**src/rtl/prog_loader.sv**
```systemverilog
// Boot loader: turns a length-prefixed big-endian byte stream into 16-bit memory
// writes at consecutive addresses, holding the CPU in reset until the load succeeds.
module prog_loader #(
  parameter int ADDR_W    = 12,
  parameter int BASE_ADDR = 0
) (
  input  logic              clk,
  input  logic              rst,
  input  logic [7:0]        in_data,
  input  logic              in_valid,
  output logic              in_ready,
  input  logic              load_req,
  output logic [ADDR_W-1:0] mem_addr,
  output logic [15:0]       mem_wdata,
  output logic              mem_write,
  output logic              cpu_rst,
  output logic              done,
  output logic              err
);

  localparam logic [2:0] CNT_HI = 3'd0;
  localparam logic [2:0] CNT_LO = 3'd1;
  localparam logic [2:0] DAT_HI = 3'd2;
  localparam logic [2:0] DAT_LO = 3'd3;
  localparam logic [2:0] WRITE  = 3'd4;
  localparam logic [2:0] DONE   = 3'd5;
  localparam logic [2:0] ERR    = 3'd6;

  // Words available between BASE_ADDR and the top of memory; 17 bits so that a
  // full 16-bit address space still fits.
  localparam logic [16:0]       LIMIT = 17'((64'd1 << ADDR_W) - 64'(BASE_ADDR));
  localparam logic [ADDR_W-1:0] BASE  = ADDR_W'(BASE_ADDR);

  logic [2:0]  state;
  logic [15:0] count;
  logic [15:0] word_count;
  logic        accept;

  // Only the four byte-collecting states take stream data.
  always_comb begin
    in_ready = 1'b0;
    case (state)
      CNT_HI, CNT_LO, DAT_HI, DAT_LO: in_ready = 1'b1;
      default:                        in_ready = 1'b0;
    endcase
  end

  assign accept     = in_valid && in_ready;
  assign word_count = {count[15:8], in_data};

  // Loader FSM with registered memory-port and CPU-control outputs.
  always_ff @(posedge clk or posedge rst) begin
    if (rst) begin
      state     <= CNT_HI;
      count     <= 16'd0;
      mem_addr  <= BASE;
      mem_wdata <= 16'd0;
      mem_write <= 1'b0;
      cpu_rst   <= 1'b1;
      done      <= 1'b0;
      err       <= 1'b0;
    end else begin
      mem_write <= 1'b0;
      case (state)
        CNT_HI: begin
          if (accept) begin
            count[15:8] <= in_data;
            state       <= CNT_LO;
          end
        end
        CNT_LO: begin
          if (accept) begin
            count[7:0] <= in_data;
            if (word_count == 16'd0) begin
              state   <= DONE;
              done    <= 1'b1;
              cpu_rst <= 1'b0;
            end else if ({1'b0, word_count} > LIMIT) begin
              state <= ERR;
              err   <= 1'b1;
            end else begin
              state <= DAT_HI;
            end
          end
        end
        DAT_HI: begin
          if (accept) begin
            mem_wdata[15:8] <= in_data;
            state           <= DAT_LO;
          end
        end
        DAT_LO: begin
          if (accept) begin
            mem_wdata[7:0] <= in_data;
            mem_write      <= 1'b1;
            state          <= WRITE;
          end
        end
        WRITE: begin
          mem_addr <= mem_addr + ADDR_W'(1);
          count    <= count - 16'd1;
          // count still holds the pre-decrement value here.
          if (count == 16'd1) begin
            state   <= DONE;
            done    <= 1'b1;
            cpu_rst <= 1'b0;
          end else begin
            state <= DAT_HI;
          end
        end
        DONE, ERR: begin
          if (load_req) begin
            state    <= CNT_HI;
            cpu_rst  <= 1'b1;
            done     <= 1'b0;
            err      <= 1'b0;
            mem_addr <= BASE;
            count    <= 16'd0;
          end
        end
        default: state <= CNT_HI;
      endcase
    end
  end

endmodule

```
**config.mk**
```make
export PLATFORM = sky130hd
export DESIGN_NAME = prog_loader
export DESIGN_NICKNAME = d
export VERILOG_FILES = /design/src/rtl/prog_loader.sv
export SDC_FILE = /design/constraint.sdc
export NUM_CORES = 1
export LEC_CHECK = 0
export BUFFER_PORTS_ARGS = -buffer_cell sky130_fd_sc_hd__buf_2
export CORE_ASPECT_RATIO = 1.25
export CORE_UTILIZATION = 52
export DETAILED_ROUTE_END_ITERATION = 8
export PLACE_DENSITY = 0.72
export SETUP_SLACK_MARGIN = 0.2
export SYNTH_ARGS = -nofsm -noshare
export SYNTH_HDL_FRONTEND = slang
export SYNTH_SLANG_ARGS = --single-unit
export TNS_END_PERCENT = 5
```
**constraint.sdc**
```tcl
create_clock -name clk -period 2.36 [get_ports clk]
set_input_delay 0.472 -clock clk [delete_from_list [all_inputs] [get_ports clk]]
set_output_delay 0.472 -clock clk [all_outputs]
set_load 0.005 [all_outputs]
```
## Word level (Yosys, flattened, before mapping)

Cells that the tools add are included.

- Multiplexer cells: 32
- Add/subtract/negate cells: 2
- Reduce and logical (&&, ||, !) cells: 17
- Equality and inequality tests: 16
- Order comparisons: 1

Operators by type and width:

| kind | count |
|---|---|
| 8-bit one-hot mux with 3 select lines | 2 |
| 3-bit 2-to-1 mux | 8 |
| 12-bit one-hot mux with 2 select lines | 1 |
| 2-bit inequality test, second input constant | 9 |
| 3-bit one-hot mux with 6 select lines | 1 |
| 16-bit by 1-bit equality test with 1-bit output, second input constant | 1 |
| 16-bit by 13-bit > comparator with 1-bit output, second input constant | 1 |
| 16-bit zero test | 1 |
| 16-bit 2-to-1 mux | 1 |
| 16-bit by 1-bit subtractor with 16-bit output, second input constant | 1 |
| 5-bit AND reduction | 3 |
| 1-bit 2-to-1 mux | 14 |
| 12-bit by 1-bit adder with 12-bit output, second input constant | 1 |
| 12-bit 2-to-1 mux | 1 |
| 3-bit equality test, second input constant | 3 |
| 8-bit 2-to-1 mux | 1 |
| 3-bit by 2-bit equality test with 1-bit output, second input constant | 2 |
| 1-bit one-hot mux with 3 select lines | 2 |
| 2-bit AND reduction | 3 |
| 3-bit AND reduction | 2 |
| 3-bit nonzero test | 2 |
| 2-bit nonzero test | 2 |
| 4-bit OR reduction | 1 |
| 3-bit by 1-bit equality test with 1-bit output, second input constant | 1 |
| other kinds (4) | 4 |

- Input port bits: 12
- Bits in registers: 51
- Logic and storage cells: 78

## Longest topological paths before layout

Gate-level depths: netlist of the first run.

- Word-level depth: 6
- Depth in mapped cells: 7
- Mapped depth without buffers: 6

## Worst setup path after synthesis of the first run

Ideal clock, no wire load.

- Path kind: flip-flop to flip-flop
- Start point: register count[0]
- End point: register count[14]
- Required time: 2.278 ns
- Stages on the path, launching flop included: 7
- Slack: 0.608 ns
- Clock period less this slack: 1.752 ns
- Arrival time: 1.669 ns
- Cells stage by stage: dfrtp_1 inv_1 ha_1 or4b_1 and2b_2 a32oi_1 o22ai_1

- Cells in the longest elaborated chain, start to end: 2

Ends and longest elaborated chain:

| item | line | source |
|---|---|---|
| start, declared | 35 | `logic [15:0] count;` |
| start signal, assigned | 73 | `count[7:0] <= in_data;` |
| start signal, assigned | 101 | `count <= count - 16'd1;` |
| 16-bit by 1-bit subtractor with 16-bit output | 101 |  |
| 8-bit one-hot mux with 3 select lines | 64 | `case (state)` |

No other way between the ends.
A chain may end at the register's enable or synchronous reset.

## Final worst setup path of the first run

- Start point: register count[0]
- End point: register count[8]

The elaborated chain is that of the path after synthesis.

==> flow_metrics.tcl, run 1 <==
set metrics [dict create \
    grt_antenna_before_repair 0 \
    clk_latency_ps 300 \
    setup_ws_ps 357.9 \
    rows 29 \
    fin_crit_ps 2002 \
    postCtsHoldBufs 0 \
    fmax_mhz 499.5 \
    tightest_slew_ps 597.0 \
    postCtsSetupBuffers 0 \
    grt_overflow 0 \
    routed_wl_um 6663 \
    syn_area_per_cell_um2 10.31 \
    numCtsBuffers 5 \
    drt-initial-drc-count 183 \
    vdd_drop_max_mv 0.6487 \
    grt_max_degree 27 \
    drive_above_1_share 0.2925 \
    setup_violations 0 \
    vias_per_cell 6.205 \
    io_buffers 44 \
    fin_crit_sh 0.8483 \
    fin_tns_setup_ps 0 \
    syn_area_um2 2793 \
    die_w_um 67.55 \
    power-per-cell-area_nw_per_um2 1226 \
    vias 2358 \
    maxSlewViolCount 0 \
    cts.sink_count 51 \
    fin_skew_ps 6.899 \
    synth_top_cell_area_share 0.4480 \
    required_ps 2550 \
    cts_tree "built" \
    n_fill_cell 431 \
    top_level_ports 45 \
    core_region_area_um2 5116 \
    clkTransAtPathRegs_ps 90 \
    yosysUniqueCellTypes 61 \
    grt_pass1_vias 2316 \
    yosysTopAreaCell "dfrtp_1" \
    crit_fanout 6 \
    num_antenna_cells 0 \
    critPathKind "reg2reg" \
    ant_nets 0 \
    ys_seq_elements 51 \
    status "finished, final reports clean" \
    slew_headroom 0.6020 \
    power_mw 3.908 \
    cts-root-buf "clkbuf_8" \
    cts_resized 0 \
    synth_edf_count 0 \
    yosysSeqAreaShare 0.4574 \
    drc 0 \
    gp_congestion 0.9562 \
    worst-endpoint-arrival_ps 2200 \
    hp-class "in2async" \
    syn_nets 286 \
    die_area_um2 5669 \
    grt_pass1_wl_um 11150 \
    die_h_um 83.94 \
    htreeDepth 2 \
    start_util 0.5459 \
    worst_setup_path_end_kind "flop" \
    routedWlPerCell_um 17.53 \
    synth.top_cells.by_area "dfrtp_1 (45%), mux2_2 (6.5%), o21ai_0 (3.0%)" \
    nNetsFinal 332 \
    hold_slack_ps 134.6 \
    leakagePower_nw 1.412 \
    cap_violations 0 \
    dp_hpwl_um 4793 \
    rsz0062_at_grt "false" \
    grt.total_usage 0.2608 \
    pre_cts_slack_ps 429.9 \
    synth_top_flop_cell "dfrtp_1" \
    clock_path_buffers 2 \
    synthArstFlopShare 1.000 \
    area_delta_synth_final_pct 14.11 \
    hold_violations 0 \
    drt-pass1-iter-count 4 \
    start_kind "flop" \
    netlist_instances 271 \
    synth_warnings 0 \
]
sequential cells by signal, indices dropped and copies added (netlist names):
signal and flops:
mem_addr 12, count 16, err 1, mem_write 1, mem_wdata 16, state 3
done 1, cpu_rst 1
power by group:
part | internal, mW | switching, mW
Sequential | 1.24 | 0.422
Clock | 0.241 | 0.285
Combinational | 0.801 | 0.921
Total | 2.28 | 1.63
critical path: stages (launching register included):
cell	delay [ps]
dfrtp_1	430
inv_1	110
ha_1	270
or4b_1	530
and2b_2	300
o22ai_1	90
o2bb2ai_1	150
worst paths after layout:
| path | slack, ps | endpoint | cells after the start | startpoint |
|---|---|---|---|---|
| max | 360 | count[8] | 6 | count[0] |
| min | 130 | mem_wdata[3] | 2 | rst |
| max reg2reg | 360 | count[8] | 6 | count[0] |
| min reg2reg | 490 | err | 2 | err |
| max in group asynchronous | 1680 | cpu_rst | 3 | rst |
| min in group clk | 470 | state[2] | 2 | load_req |
Yosys cell counts (all sizes together), types with 4 or more instances:
cell type   n
o22ai       5
o211ai      5
or3         5
nor2       23
dfrtp      50
nor4        4
a32oi       8
xor2        6
buf        12
mux2       16
a22oi       5
nand2      17
a21oi      12
o2bb2ai     7
nand3       5
and4        5
inv        10
o21ai      19
nor3        6
layout make-up:
class | instances | area, µm² | share of cell area
Clock buffer | 7 | 86.33 | 0.02709
Sequential cell | 51 | 1277 | 0.4009
Clock inverter | 1 | 8.758 | 0.002748
Inverter | 10 | 37.54 | 0.01178
Timing Repair Buffer | 52 | 292.8 | 0.09187
Multi-Input combinational cell | 197 | 1406 | 0.4413
Tap cell | 62 | 77.57 | 0.02434
cells by family after synthesis:
logic type / Yosys count / share of synthesized area
AO/OA/AOI/OAI: 81 / 0.2070
XOR/XNOR: 6 / 0.01882
adder cells (fa/ha/maj): 3 / 0.01344
buffers and inverters: 23 / 0.03898
flip-flops: 51 / 0.4574
multiplexers: 19 / 0.07527
AND/OR/NAND/NOR: 88 / 0.1891
metrics by stage:
stage,instances,util,instance area (µm²)
6_report,380,0.6229,3187
5_1_grt,380,0.6229,3187
4_1_cts,380,0.6229,3187
3_5_place_dp,372,0.6043,3092
3_3_place_gp,372,0.6043,3092
2_1_floorplan,271,-,2793
layer usage:
layer  global-route usage  wire length, µm  part of all wire  up-vias
li1                     -                -                 -     1128
met5                    0                0                 0        -
met1               0.3345             2739              0.41     1124
met4               0.1277              209             0.031        0
met2               0.4212             3379              0.51       85
met3              0.03279              334             0.050       21
cells in the final DEF (no fill, tap or decap), drive strengths merged, types with 6 or more instances in the layout:
| cell | n |
|---|---|
| nand2 | 17 |
| a32oi | 8 |
| inv | 10 |
| o21ai | 19 |
| o2bb2ai | 7 |
| buf | 52 |
| dfrtp | 50 |
| a21oi | 12 |
| nor2 | 23 |
| xor2 | 6 |
| nor3 | 6 |
| mux2 | 16 |
| clkbuf | 7 |
No activity file was read; power rests on OpenSTA's default activity.
==> inputs of run 2 (changes only) <==
CORE_UTILIZATION = 51   (was 52)
PLACE_DENSITY = 0.74   (was 0.72)
clock period = 1.8 ns   (was 2.36 ns; I/O delays follow)
==> flow_metrics.tcl, run 2 (synthesis results as in run 1) <==
set metrics [dict create \
    area_delta_synth_final_pct 22.89 \
    top_level_ports 45 \
    worst-endpoint-arrival_ps 1950 \
    rr_startpoint "count[0]" \
    gp_congestion 0.9016 \
    cp.depth 6 \
    fin_crit_sh 0.9613 \
    start_util 0.5382 \
    slew_headroom 0.6034 \
    rsz0062_at_grt "true" \
    layout.cells.most_common_list "dfrtp_1 (47), buf_2 (44), buf_4 (32)" \
    drt-pass1-iter-count 4 \
    cts_tree "built" \
    grt.total_usage 0.2583 \
    r2r_cells 6 \
    htreeDepth 2 \
    critPathTopFamily "simple AND/OR/NAND/NOR gates" \
    drive_above_1_share 0.3681 \
    final_area_um2 3432 \
    placed_cells 392 \
    fin_crit_ps 1730 \
    setup_violations 0 \
    n_fill_cell 424 \
    rows 29 \
    stdcell_count 407 \
    die_area_um2 5778 \
    clkTransAtPathRegs_ps 90 \
    reg_top3 "count x16, mem_wdata x16, mem_addr x12" \
    critPathSlowestCell "or4b_4" \
    die_h_um 84.74 \
    grt_pass1_vias 2418 \
    num_antenna_cells 0 \
    crit_chain "inv_2 > ha_4 > or4b_4 > and2b_2 > a32oi_1 > o22ai_1" \
    cts.sink_count 51 \
    clock_path_buffers 2 \
    dp_hpwl_um 4895 \
    placed_area_um2 3283 \
    die_w_um 68.19 \
    drc 0 \
    drt-initial-drc-count 115 \
    ant_nets 0 \
    crit_fanout 5 \
    numCtsBuffers 5 \
    critPathKind "reg2reg" \
    power_mw 5.530 \
    grt_antenna_before_repair 0 \
    start_kind "flop" \
    hold_violations 0 \
    seqCellArea_um2 1281 \
    status "finished, final reports clean" \
    fin_skew_ps 7.646 \
    clk_latency_ps 300 \
    fin_tns_setup_ps 0 \
    vias_per_cell 6.108 \
    grt_overflow 0 \
    leakagePower_nw 1.543 \
    multi_input_area_um2 1434 \
    required_ps 2020 \
    worst_setup_path_end_kind "flop" \
    maxSlewViolCount 0 \
    power-per-cell-area_nw_per_um2 1611 \
    max_stage_delay_ps 470 \
    path_buf_inv 1 \
    hp-class "in2async" \
    tightest_slew_ps 589.4 \
    final_common_cell "dfrtp_1" \
    vias 2486 \
    routedWlPerCell_um 16.91 \
    r2r-end "count[14]" \
    crit_path_start "count[0]" \
    routed_wl_um 6883 \
    cts-root-buf "clkbuf_8" \
    postCtsHoldBufs 0 \
    fmax_mhz 577.9 \
    endpoint "count[14]" \
    grt_pass1_wl_um 11290 \
    grt_max_degree 52 \
    core_region_area_um2 5189 \
    cap_violations 0 \
    io_buffers 44 \
    vdd_drop_max_mv 0.9360 \
    nNetsFinal 359 \
    reg2reg_slack_ps 70 \
]
## run 2: worst min-delay path, cell delays in order
cell and delay, ps:
buf_2 100, inv_2 60, buf_12 260
## run 2: stage by stage
| stage | setup slack [ps] | utilization | hold WS, ps |
|---|---|---|---|
| final | 69.64 | 0.6614 | 94.27 |
| after global routing | -4.616 | 0.6614 | 115.3 |
| after CTS | 91.84 | 0.6557 | 99.68 |
| after detailed placement | 43.24 | 0.6327 | 426.2 |
| after global placement | 115.0 | 0.6327 | 423.2 |
| after floorplan | 146.0 | - | 467.6 |
## run 2: per-layer routing
metal / wire length [µm] / global-route usage
met4: 201 / 0.1023
met1: 2833 / 0.3278
met2: 3497 / 0.4287
met3: 350 / 0.03940
met5: 0 / 0
## run 2: worst min-delay path by stage
stage / start / to / slack [ps] / depth (start not counted)
detailed placement: rst / mem_write / 430 / 3
CTS: rst / mem_addr[0] / 100 / 3
global placement: rst / mem_write / 420 / 3
global route: rst / mem_write / 120 / 3
floorplan: err / err / 470 / 2
finish: rst / mem_write / 90 / 3
## run 2: what timing repair did
item,CTS,global route
setup buffers,4,3
cloned,0,0
pin swaps,0,2
gates resized for setup,3,2
setup endpoints to repair,36,39
## run 2: final cells by class
type,count,area share
clock inverter,1,0.001458
timing repair buffer,79,0.1517
tap,62,0.02260
multi-input combinational,197,0.4178
inverter,10,0.01094
clock buffer,7,0.02224
sequential,51,0.3733
## run 2: power by group
group	switching, mW	leakage (nW)	internal [mW]
clock network	0.360	0.0422	0.274
logic	1.37	0.869	1.38
registers	0.513	0.632	1.63
total	2.24	1.54	3.29
==> inputs of run 3 (changes only) <==
CELL_PAD_IN_SITES_DETAIL_PLACEMENT = 0   (was default)
CELL_PAD_IN_SITES_GLOBAL_PLACEMENT = 1   (was default)
CORE_UTILIZATION = 40   (was 51)
==> flow_metrics.tcl, run 3 (synthesis results as in run 1) <==
set metrics [dict create \
    status "finished, final reports clean" \
    core_region_area_um2 6648 \
    routedWlPerCell_um 16.84 \
    worst_setup_path_end_kind "flop" \
    grt.total_usage 0.2193 \
    start_kind "flop" \
    grt_overflow 0 \
    slew_headroom 0.6338 \
    fin_tns_setup_ps 0 \
    area_delta_synth_final_pct 27.46 \
    setup_violations 0 \
    numCtsBuffers 5 \
    drt-pass1-iter-count 4 \
    cts.sink_count 51 \
    layout.cells.most_common_list "dfrtp_1 (48), buf_2 (44), buf_4 (35)" \
    n_fill_cell 650 \
    hp-class "in2async" \
    clkTransAtPathRegs_ps 100 \
    reg_top3 "count x16, mem_wdata x16, mem_addr x12" \
    hold_violations 0 \
    grt_max_degree 32 \
    htreeDepth 2 \
    ant_nets 0 \
    die_w_um 76.74 \
    cap_violations 0 \
    die_h_um 95.42 \
    rows 33 \
    power-per-cell-area_nw_per_um2 1652 \
    leakagePower_nw 1.597 \
    required_ps 2020 \
    drc 0 \
    routed_wl_um 7341 \
    r2r_cells 6 \
    cts-root-buf "clkbuf_8" \
    io_buffers 44 \
    cts_tree "built" \
    drive_above_1_share 0.3754 \
    die_area_um2 7322 \
    num_antenna_cells 0 \
    nNetsFinal 363 \
    clock_path_buffers 2 \
    worst-endpoint-arrival_ps 1940 \
    placed_cells 423 \
    grt_pass1_wl_um 12520 \
    final_area_um2 3560 \
    fin_crit_ps 1720 \
    final_common_cell "dfrtp_1" \
    drt-initial-drc-count 69 \
    tightest_slew_ps 544.3 \
    clk_latency_ps 310 \
    placed_area_um2 3372 \
    start_util 0.4201 \
    gp_congestion 0.8525 \
    fin_crit_sh 0.9553 \
    maxSlewViolCount 0 \
    critPathKind "reg2reg" \
    fin_skew_ps 9.883 \
    vias 2488 \
    rsz0062_at_grt "true" \
    fmax_mhz 581.5 \
    vias_per_cell 5.706 \
    postCtsHoldBufs 0 \
    grt_pass1_vias 2523 \
    top_level_ports 45 \
    stdcell_count 436 \
    crit_fanout 5 \
    power_mw 5.881 \
    dp_hpwl_um 5390 \
    vdd_drop_max_mv 0.8477 \
    grt_antenna_before_repair 0 \
]
[run 3: changes by cell type in the layout (fill, tap and decap cells not counted), sizes merged]
cell and change:
bufinv +2, buf +4, clkbuf -1, clkinv -1
[run 3: path summary, 6_finish.rpt]
path	from	to	slack [ps]
worst max-delay path	count[1]	count[14]	80
worst min-delay path	rst	count[4]	50
worst max register to register	count[1]	count[14]	80
worst min register to register	err	err	480
max in group asynchronous	rst	cpu_rst	1150
min in group clk	in_data[0]	mem_wdata[0]	370
[run 3: timing repair]
| action | in CTS | in global routing |
|---|---|---|
| buffers inserted | 4 | 1 |
| setup endpoints to repair | 47 | 42 |
| gates resized for setup | 4 | 2 |
[run 3: per-layer routing]
metal | track usage | vias to the layer above | part of all wire
met5 | 0 | - | 0
met4 | 0.06891 | 0 | 0.017
met3 | 0.02775 | 8 | 0.037
met2 | 0.4129 | 77 | 0.51
met1 | 0.2581 | 1219 | 0.43
li1 | - | 1184 | -
[run 3: layout make-up]
class	instances	area, µm²	area share
clock buffers	6	72.57	0.02039
repair buffers	83	563.0	0.1582
clock inverters	2	60.06	0.01687
inverters	10	37.54	0.01054
multi-input cells	197	1438	0.4039
well taps	87	108.9	0.03058
flip-flops and latches	51	1280	0.3596
[run 3: per-stage QoR]
step | hold WS [ps] | util | setup WS, ps
5_1_grt | 76.81 | 0.5355 | 2.457
2_1_floorplan | 467.6 | - | 146.0
4_1_cts | 62.27 | 0.5336 | 88.90
3_3_place_gp | 396.0 | 0.5072 | 58.40
6_report | 47.96 | 0.5355 | 80.44
3_5_place_dp | 398.2 | 0.5072 | 55.96
[run 3: worst max-delay path: stages, from the launching register on]
cell and delay [ps]:
dfrtp_1 400, inv_2 80, ha_4 130, or4b_4 470, and2b_2 290, a32oi_1 110
o22ai_1 160
[run 3: power by group]
part / internal [mW] / switching, mW / leakage (nW)
sequential: 1.63 / 0.482 / 0.634
combinational: 1.42 / 1.41 / 0.898
clock: 0.556 / 0.384 / 0.0654
